File: src/rtl/siganfu_fire_controller.sv
// Fire-control sequencer for the siganfu gun: classifies a radar contact, builds a lock,
// commands fire against a round budget and backs off on gun overheat or gun-down.
module siganfu_fire_controller #(
    parameter int         IFF_TIMEOUT    = 20,
    parameter logic [3:0] LOCK_THRESHOLD = 4'd8,
    parameter int         LOCK_CYCLES    = 3,
    parameter int         BURST_ROUNDS   = 10,
    parameter int         ROUND_BUDGET   = 100,
    parameter logic [2:0] GUN_DOWN_STATE = 3'd7
) (
    input  logic       sysclk,
    input  logic       reboot,
    input  logic       radar_contact,
    input  logic       iff_valid,
    input  logic       iff_friend,
    input  logic [3:0] track_quality,
    input  logic       operator_arm,
    input  logic       auto_request,
    input  logic       burst_request,
    input  logic [2:0] gun_state,
    input  logic       gun_alert,
    input  logic       gun_fire_trigger,
    output logic       is_enemy,
    output logic       target_locked,
    output logic       fire_command,
    output logic       firing_mode,
    output logic [7:0] rounds_fired,
    output logic [2:0] ctrl_state,
    output logic       engagement_done
);

    typedef enum logic [2:0] {
        SCAN     = 3'd0,
        IDENTIFY = 3'd1,
        TRACK    = 3'd2,
        LOCKED   = 3'd3,
        ENGAGE   = 3'd4,
        HOLD     = 3'd5,
        CEASE    = 3'd6,
        FAULT    = 3'd7
    } state_t;

    localparam int IFF_W  = $clog2(IFF_TIMEOUT + 1);
    localparam int GOOD_W = $clog2(LOCK_CYCLES + 1);

    state_t            state_q, state_d;
    logic [IFF_W-1:0]  iff_cnt_q, iff_cnt_d;
    logic [GOOD_W-1:0] good_cnt_q, good_cnt_d;
    logic              mode_q, mode_d;
    logic [7:0]        rounds_d;
    logic [7:0]        budget;
    logic              budget_hit;
    logic              good_sample;

    // iff_valid is a single-cycle strobe; iff_friend is only looked at in the cycle it is high.
    always_comb begin
        budget      = mode_q ? 8'(ROUND_BUDGET) : 8'(BURST_ROUNDS);
        budget_hit  = (rounds_fired == budget);
        good_sample = (track_quality >= LOCK_THRESHOLD);

        state_d    = state_q;
        iff_cnt_d  = '0;
        good_cnt_d = '0;
        mode_d     = mode_q;
        rounds_d   = rounds_fired;

        // The count stops at the budget, which also keeps it below the 8-bit ceiling.
        if ((state_q == ENGAGE || state_q == HOLD) && gun_fire_trigger && rounds_fired < budget)
            rounds_d = rounds_fired + 8'd1;

        if (gun_state == GUN_DOWN_STATE) begin
            state_d = FAULT;
        end else if (state_q == FAULT) begin
            state_d = FAULT;
        end else if (!radar_contact) begin
            if (state_q inside {LOCKED, ENGAGE, HOLD})
                state_d = CEASE;
            else
                state_d = SCAN;
        end else begin
            case (state_q)
                SCAN: state_d = IDENTIFY;
                IDENTIFY: begin
                    if (iff_valid)
                        state_d = iff_friend ? SCAN : TRACK;
                    else if (iff_cnt_q == IFF_W'(IFF_TIMEOUT - 1))
                        state_d = TRACK;
                    else
                        iff_cnt_d = iff_cnt_q + IFF_W'(1);
                end
                TRACK: begin
                    if (good_sample) begin
                        if (good_cnt_q == GOOD_W'(LOCK_CYCLES - 1))
                            state_d = LOCKED;
                        else
                            good_cnt_d = good_cnt_q + GOOD_W'(1);
                    end
                end
                LOCKED: begin
                    if (operator_arm && (auto_request || burst_request)) begin
                        state_d  = ENGAGE;
                        mode_d   = auto_request;
                        rounds_d = '0;
                    end
                end
                ENGAGE: begin
                    if (budget_hit || !operator_arm)
                        state_d = CEASE;
                    else if (gun_alert)
                        state_d = HOLD;
                end
                HOLD: begin
                    if (!operator_arm)
                        state_d = CEASE;
                    else if (!gun_alert)
                        state_d = ENGAGE;
                end
                CEASE:   state_d = SCAN;
                default: state_d = state_q;
            endcase
        end
    end

    // Outputs are decoded from the next state so they register on the same edge as the state.
    always_ff @(posedge sysclk or negedge reboot) begin
        if (!reboot) begin
            state_q         <= SCAN;
            iff_cnt_q       <= '0;
            good_cnt_q      <= '0;
            mode_q          <= 1'b0;
            rounds_fired    <= '0;
            is_enemy        <= 1'b0;
            target_locked   <= 1'b0;
            fire_command    <= 1'b0;
            firing_mode     <= 1'b0;
            engagement_done <= 1'b0;
        end else begin
            state_q         <= state_d;
            iff_cnt_q       <= iff_cnt_d;
            good_cnt_q      <= good_cnt_d;
            mode_q          <= mode_d;
            rounds_fired    <= rounds_d;
            is_enemy        <= state_d inside {TRACK, LOCKED, ENGAGE, HOLD};
            target_locked   <= state_d inside {LOCKED, ENGAGE, HOLD};
            fire_command    <= (state_d == ENGAGE);
            firing_mode     <= (state_d inside {ENGAGE, HOLD}) && mode_d;
            engagement_done <= (state_d == CEASE);
        end
    end

    assign ctrl_state = state_q;

endmodule

File: config.mk
export PLATFORM = sky130hd
export DESIGN_NAME = siganfu_fire_controller
export DESIGN_NICKNAME = d
export VERILOG_FILES = /design/src/rtl/siganfu_fire_controller.sv
export SDC_FILE = /design/constraint.sdc
export NUM_CORES = 1
export LEC_CHECK = 0
export ABC_AREA = 1
export BUFFER_PORTS_ARGS = -buffer_cell sky130_fd_sc_hd__buf_2
export CORE_ASPECT_RATIO = 0.75
export CORE_UTILIZATION = 46
export DETAILED_ROUTE_END_ITERATION = 8
export PLACE_DENSITY = 0.7
export SLEW_MARGIN = 20
export SYNTH_ARGS = -nofsm -noshare
export SYNTH_HDL_FRONTEND = slang
export SYNTH_SLANG_ARGS = --single-unit
File: constraint.sdc
create_clock -name sysclk -period 2.2 [get_ports sysclk]
set_clock_uncertainty 0.2 [all_clocks]
set_input_delay 0.44 -clock sysclk [delete_from_list [all_inputs] [get_ports sysclk]]
set_output_delay 0.44 -clock sysclk [all_outputs]
set_load 0.02 [all_outputs]
==> results of run 1 <==
-- per-layer routing --
metal | track usage, % | share of wire [%] | up-vias
met2 | 27.0 | 41 | 27
li1 | - | - | 653
met5 | 0 | 0 | -
met1 | 29.6 | 54 | 552
met3 | 4.86 | 5.0 | 2
met4 | 4.26 | 0.74 | 0
-- power by group through the flow --
stage	registers [µW]	logic (µW)	clock network, µW
6_report	441	35.0	251
5_1_grt	441	40.3	281
4_1_cts	441	36.1	262
3_5_place_dp	449	34.7	0
3_3_place_gp	449	34.1	0
2_1_floorplan	450	9.03	0
-- cell families (layout without fill, tap and decap cells) --
group / count (synthesis) / count (layout)
simple gates: 100 / 100
fa+ha+maj: 7 / 7
flops: 24 / 24
xor+xnor: 7 / 7
buf+inv: 27 / 61
compound gates: 18 / 18
-- layout make-up --
type                            instances  area [µm²]
Fill cell                             284        1270
Multi-Input combinational cell        132         709
Sequential cell                        24         601
Timing Repair Buffer                   31         163
Inverter                               27         103
Tap cell                               38        47.5
Clock buffer                            3        41.3
-- path summary, 6_finish.rpt --
| check | start | end | slack [ps] | cells past startpoint |
|---|---|---|---|---|
| setup reg to reg | rounds_fired[3] | rounds_fired[7] | 230 | 8 |
| hold reg to reg | good_cnt_q[0] | good_cnt_q[0] | 230 | 1 |
| setup / recovery | rounds_fired[3] | rounds_fired[7] | 230 | 8 |
| min in group asynchronous | reboot | good_cnt_q[0] | 490 | 2 |
| hold / removal | good_cnt_q[0] | good_cnt_q[0] | 230 | 1 |
| max in group asynchronous | reboot | iff_cnt_q[1] | 950 | 2 |
-- through the flow --
stage	power (µW)	worst slack (ps)	std cells
floorplan	459	340	183
global placement	484	258	251
detailed placement	484	242	251
CTS	739	235	255
global route	762	27.7	255
finish	727	231	255
-- cells in the final DEF (no fill, tap or decap) --
| cell | count |
|---|---|
| nand3_2 | 2 |
| nand3_1 | 13 |
| inv_2 | 2 |
| nand4_1 | 2 |
| o21ai_0 | 7 |
| nand2_2 | 5 |
| nand3b_4 | 1 |
| buf_4 | 1 |
| o21ai_1 | 2 |
| nor2_2 | 1 |
| xor2_1 | 5 |
| inv_1 | 24 |
| a211oi_2 | 1 |
| buf_2 | 29 |
| dlygate4sd3_1 | 1 |
| nand2_1 | 43 |
| o21ai_2 | 1 |
| o211ai_1 | 1 |
| ha_1 | 7 |
| a21oi_1 | 6 |
| dfrtp_1 | 24 |
| nor2_1 | 26 |
| nand3b_1 | 2 |
| clkbuf_8 | 3 |
| nor4_1 | 2 |
| xnor2_1 | 2 |
| nor3_1 | 3 |
| clkinv_2 | 1 |
-- flip-flops by register name, indices dropped and copies added (netlist names), 2 cells and up --
signal,cells
iff_cnt_q,5
good_cnt_q,2
ctrl_state,3
rounds_fired,8
-- what timing repair did --
action | CTS | global route
hold buffers | 1 | 0
gates resized for setup | 0 | 0
endpoints found under the hold margin | 24 | 0
==> metrics.md, run 1 <==
| Metric | Value |
|---|---|
| FMAX | `508 MHz` |
| Complex-gate fraction of the synthesized area | `7.35%` |
| Yosys warning total | `0` |
| Post-route setup TNS | `0 ps` |
| Reg power frac | `60.6%` |
| Vias in the first global route | `1060` |
| Post-CTS Setup Bufs | `0` |
| Largest net degree at the start of global routing | `25` |
| Starting density of the core | `48.1%` |
| HPWL Detailed | `2.22 mm` |
| FP Rows | `17` |
| Psw | `151 µW` |
| Max stage delay on crit path | `460 ps` |
| Die Y | `roughly 50 µm` |
| Most common cell in the netlist | `nand2_1` |
| FF+latch count, synth | `24` |
| DR vias | `approximately 1200` |
| Hold_ws | `235 ps` |
| Synth async-reset ratio | `100%` |
| Area fraction of the dominant cell type after synthesis | `roughly 43%` |
| Clock Sinks | `24` |
| XOR/XNOR Fraction of Synth Area | `4.34%` |
| Largest area contributor in the netlist | `dfrtp_1` |
| Tcrit/Tclk final | `89.5%` |
| Core box area | `0.00294 mm²` |
| Critical Path Source Type | `register` |
| Drt drc | `0` |
| Syn Nets | `207` |
| Grt ovf | `0` |
| I/O Pins | `33` |
| NumNets Final | `243` |
| DIE AREA | `0.00330 mm²` |
| Routed WL per cell | `roughly 11 µm` |
| Seq/Total Area, Yosys | `a little over two fifths` |
| Final antenna-violating net count | `0` |
| Post-Synth Simple-Gate Area | `approximately a third` |
| Largest family of logic cells by synthesized area | `simple AND/OR/NAND/NOR gates` |
| MaxCap Viol Count | `0` |
| Comb pwr share | `between 4 and 5%` |
| Layout cells sized above 1 | `21.7%` |
| Final worst path period need | `1970 ps` |
| Cell Pwr Density | `437 mW/mm²` |
| Outcome | `finished, final reports clean` |
| First-pass GRT wire length | `4.84 mm` |
| Root buf cell | `clkbuf_8` |
| CP Max Fanout | `9` |
| Critical Path AT | `1920 ps` |
| Crit-path cells | `ha_1 -> nand2_1 -> o211ai_1 -> nand3_1 -> nand2_2 -> clkinv_2 -> o21ai_0 -> nor2_1` |
| Count of pins over their slew limit | `0` |
| DRT iter0 DRCs | `38` |
| RSZ-0062 raised after global routing | `false` |
| Int Power | `about 580 µW` |
| Synth Instances | `183` |
| Skew-Pair Late Insertion Delay | `260 ps` |
| Worst vdd ir | `359 µV` |
| Critical-path top delay cell | `dfrtp_1` |
| Antenna Cells | `0` |
| Antenna violations before repair | `0` |
| CP required | `between 2000 and 2500 ps` |
| CTS Buf Count | `3` |
| Clock transition at the registers of the reported paths | `80 ps` |
| Most frequent cells after synthesis | `43 x nand2_1, 26 x nor2_1, 24 x dfrtp_1, 24 x inv_1, 13 x nand3_1` |
| Synthesis-to-finish area growth | `17.8%` |
| Rel. slew slack | `64.5%` |
| Crit path max-delay family | `flip-flops` |
| Layout Utilization | `56.7%` |
| Synth top area cells | `dfrtp_1 43%, nand2_1 11%, nor2_1 6.9%` |
| Vias per cell | `slightly below 5` |
| Leak pwr | `0.000962 µW` |
| Placed cell area | `0.00161 mm²` |
| Worst slew pin tran | `533 ps` |
| Final Setup Violations | `0` |
| All-Layer GR Usage | `roughly 19%` |
| Routability congestion estimate | `slightly above 0.9` |
| Synth Area per Inst | `7.72 µm²` |
| WS Path Type | `register to register` |
| PortBufs | `29` |
| Sw Share | `20.8%` |
| Clock tree buffer depth | `2` |
| Top FF cell, synth | `dfrtp_1` |
| Mux cell area share after synthesis | `0%` |
| Post-synth EDFFs | `0` |
| Routed Wire Length | `roughly 2.8 mm` |
| Worst hold path class | `register to register` |
| Die width | `66.0 µm` |
| Detailed Routing Iterations Pass 1 | `4` |
| Synth Area in Adders | `6.20%` |
| Post-Syn Area | `0.00141 mm²` |
| WP buf/inv | `1` |
| Clk pwr share | `roughly a third` |
| Post-route cell area | `0.00166 mm²` |
| H-tree Lvls | `1` |
| Hold Vio Cnt, Final | `0` |
| Crit end category | `register` |
| Distinct cell type count of the synthesized netlist | `24` |
| CTS tree | `yes` |
No activity file was read; power rests on OpenSTA's default activity.
==> run 2: changes to the inputs <==
Settings changed: ABC_AREA 1 to not set, SKIP_CTS_REPAIR_TIMING set to 1.
==> run 2 against run 1 <==
  * Core utilization up 5.8 points
  * Wire length up 8.5%
  * Largest power group unchanged
  * Setup slack worse by 86 ps
  * Critical path depth down 1
  * Sequential power about the same
  * Combinational power up 5%
  * Fmax down 4.2%
==> metrics.md, run 2 <==
| Metric | Value |
|---|---|
| Top reg by flops | `rounds_fired (unchanged)` |
| Final Setup Violations | `0 (unchanged)` |
| Die Y | `49.8 µm (was 50.0 µm)` |
| Worst slew pin tran | `529 ps (was 533 ps)` |
| Tcrit/Tclk final | `93.4% (was 89.5%)` |
| PortBufs | `29 (unchanged)` |
| Yosys warning total | `0 (unchanged)` |
| Grt ovf | `0 (unchanged)` |
| First-pass GRT wire length | `5.17 mm (was 4.84 mm)` |
| CP required | `2210 ps (was 2150 ps)` |
| FF+latch count, synth | `24 (unchanged)` |
| All-Layer GR Usage | `20.7% (was 19.3%)` |
| Crit-path cells | `inv_2 -> ha_1 -> nand4bb_1 -> o21ai_0 -> a221o_1 -> or2_4 -> nor2b_4 (was ha_1 -> nand2_1 -> o211ai_1 -> nand3_1 -> nand2_2 -> clkinv_2 -> o21ai_0 -> nor2_1)` |
| Final Non-Filler Cells | `219 (was 255)` |
| Max stage delay on crit path | `410 ps (was 460 ps)` |
| Power consumption | `864 µW (was 727 µW)` |
| Most frequent cells after synthesis | `24 x dfrtp_1, 15 x nand2_1, 11 x nor2_1 (was 43 x nand2_1, 26 x nor2_1, 24 x dfrtp_1, 24 x inv_1, 13 x nand3_1)` |
| Routed Wire Length | `3.08 mm (was 2.84 mm)` |
| DRT iter0 DRCs | `59 (was 38)` |
| Synth Instances | `147 (was 183)` |
| Clock tree buffer depth | `2 (unchanged)` |
| Worst hold path class | `register to register (unchanged)` |
| Leading cell type in the layout, fill and taps excluded | `buf_2 (was nand2_1)` |
| DR vias | `1229 (was 1234)` |
| Cell Pwr Density | `505 mW/mm² (was 437 mW/mm²)` |
| Crit end category | `register (unchanged)` |
| Vias in the first global route | `1135 (was 1060)` |
| CTS Buf Count | `3 (unchanged)` |
| Post-Syn Area | `0.00140 mm² (was 0.00141 mm²)` |
| Worst vdd ir | `550 µV (was 359 µV)` |
| NumNets Final | `208 (was 243)` |
| Inst Count DP | `214 (was 251)` |
| Critical Path Source Type | `register (unchanged)` |
| RSZ-0062 raised after global routing | `false (unchanged)` |
| Most common cell in the netlist | `dfrtp_1 (was nand2_1)` |
| Core box area | `0.00274 mm² (was 0.00294 mm²)` |
| Skew-Pair Late Insertion Delay | `270 ps (was 260 ps)` |
| Top FF cell, synth | `dfrtp_1 (unchanged)` |
| Post-route setup TNS | `0 ps (unchanged)` |
| Hold Vio Cnt, Final | `0 (unchanged)` |
| Largest area contributor in the netlist | `dfrtp_1 (unchanged)` |
| FMAX | `487 MHz (was 508 MHz)` |
| FP Rows | `16 (was 17)` |
| Fillers | `230 (was 284)` |
| Largest net degree at the start of global routing | `25 (unchanged)` |
| Final antenna-violating net count | `0 (unchanged)` |
| Detailed Routing Iterations Pass 1 | `4 (unchanged)` |
| Vias per cell | `5.61 (was 4.84)` |
| WS Path Type | `register to register (unchanged)` |
| Drt drc | `0 (unchanged)` |
| Critical-path top delay cell | `dfrtp_1 (unchanged)` |
| Rel. slew slack | `64.7% (was 64.5%)` |
| Most frequent cells in the layout | `29 x buf_2, 24 x dfrtp_1, 15 x nand2_1 (was 43 x nand2_1, 29 x buf_2, 26 x nor2_1)` |
| Largest register FFs | `8 (unchanged)` |
| Starting density of the core | `51.2% (was 48.1%)` |
| DIE AREA | `0.00328 mm² (was 0.00330 mm²)` |
| Hold_ws | `249 ps (was 235 ps)` |
| Synthesis-to-finish area growth | `22.0% (was 17.8%)` |
| Outcome | `finished, final reports clean (unchanged)` |
| CTS tree | `yes (unchanged)` |
| CP Max Fanout | `5 (was 9)` |
| Critical Path AT | `2070 ps (was 1920 ps)` |
| Synth async-reset ratio | `100% (unchanged)` |
| Routability congestion estimate | `0.879 (was 0.906)` |
| Final worst path period need | `2060 ps (was 1970 ps)` |
| Root buf cell | `clkbuf_8 (unchanged)` |
| Layout cells sized above 1 | `27.3% (was 21.7%)` |
| Antenna violations before repair | `0 (unchanged)` |
| Area fraction of the dominant cell type after synthesis | `42.8% (was 42.5%)` |
| H-tree Lvls | `1 (unchanged)` |
| Synth Area per Inst | `9.55 µm² (was 7.72 µm²)` |
| Synth top area cells | `dfrtp_1 43%, ha_1 6.2%, nand2_1 4.0% (was dfrtp_1 43%, nand2_1 11%, nor2_1 6.9%)` |
| Seq/Total Area, Yosys | `42.8% (was 42.5%)` |
| I/O Pins | `33 (unchanged)` |
| Post-synth EDFFs | `0 (unchanged)` |
| MaxCap Viol Count | `0 (unchanged)` |
| Syn Nets | `171 (was 207)` |
| Layout Utilization | `62.5% (was 56.7%)` |
| HPWL Detailed | `2.32 mm (was 2.22 mm)` |
| Crit path max-delay family | `simple AND/OR/NAND/NOR gates (was flip-flops)` |
| Antenna Cells | `0 (unchanged)` |
| Die width | `65.8 µm (was 66.0 µm)` |
| Clock Sinks | `24 (unchanged)` |
| Routed WL per cell | `14.1 µm (was 11.1 µm)` |
| Distinct cell type count of the synthesized netlist | `44 (was 24)` |
| WP buf/inv | `1 (unchanged)` |
| Clock transition at the registers of the reported paths | `90 ps (was 80 ps)` |
| Leak pwr | `0.000828 µW (was 0.000962 µW)` |
| Count of pins over their slew limit | `0 (unchanged)` |
[run 2: cell count changes in the layout (fill, tap and decap cells not counted), sizes merged, moves of 7 or more]
cell   change
nand3      -8
nand2     -33
nor2      -15
nor2b      +7
inv       -20
[run 2: metrics by stage]
stage / area [µm²] / worst slack (ps)
floorplan: 1400 / 36.3
global placement: 1610 / 134
detailed placement: 1610 / 48.7
CTS: 1680 / 28.5
global route: 1710 / 37.0
finish: 1710 / 145
[run 2: final timing paths]
| path | from | to | slack [ps] | cells past startpoint |
|---|---|---|---|---|
| max | mode_q | firing_mode | 140 | 7 |
| min | good_cnt_q[0] | good_cnt_q[0] | 250 | 1 |
| max reg2reg | mode_q | firing_mode | 140 | 7 |
| min reg2reg | good_cnt_q[0] | good_cnt_q[0] | 250 | 1 |
| max in group asynchronous | reboot | iff_cnt_q[2] | 960 | 2 |
| min in group asynchronous | reboot | rounds_fired[3] | 470 | 2 |
[run 2: cells by family (layout without fill, tap and decap cells)]
logic type / after synthesis / after routing / synth area share, %
compound gates: 28 / 28 / 13.5
xor+xnor: 3 / 3 / 1.87
fa+ha+maj: 7 / 7 / 6.24
buf+inv: 8 / 44 / 2.67
flops: 24 / 24 / 42.8
mux: 3 / 3 / 2.14
simple gates: 74 / 74 / 30.8
[run 2: final cells by class]
cell class | count | area [µm²] | share of cell area [%]
clock buffer | 3 | 41.3 | 2.41
clock inverter | 1 | 30.0 | 1.75
inverter | 6 | 22.5 | 1.31
multi-input combinational | 115 | 788 | 46.0
sequential | 24 | 601 | 35.1
tap | 36 | 45.0 | 2.63
timing repair buffer | 34 | 185 | 10.8
[run 2: power by group]
group	switching [µW]	internal, µW	total [µW]
logic	22.6	14.2	36.8
clock network	143	243	387
registers	0	441	441
[run 2: routing by layer]
metal  up-vias  wire length (µm)  track usage (%)
met4         0                14             2.17
met3         2               173             5.56
met1       588              1520             29.8
met5         -                 0                0
met2        29              1370             31.8
li1        610                 -                -
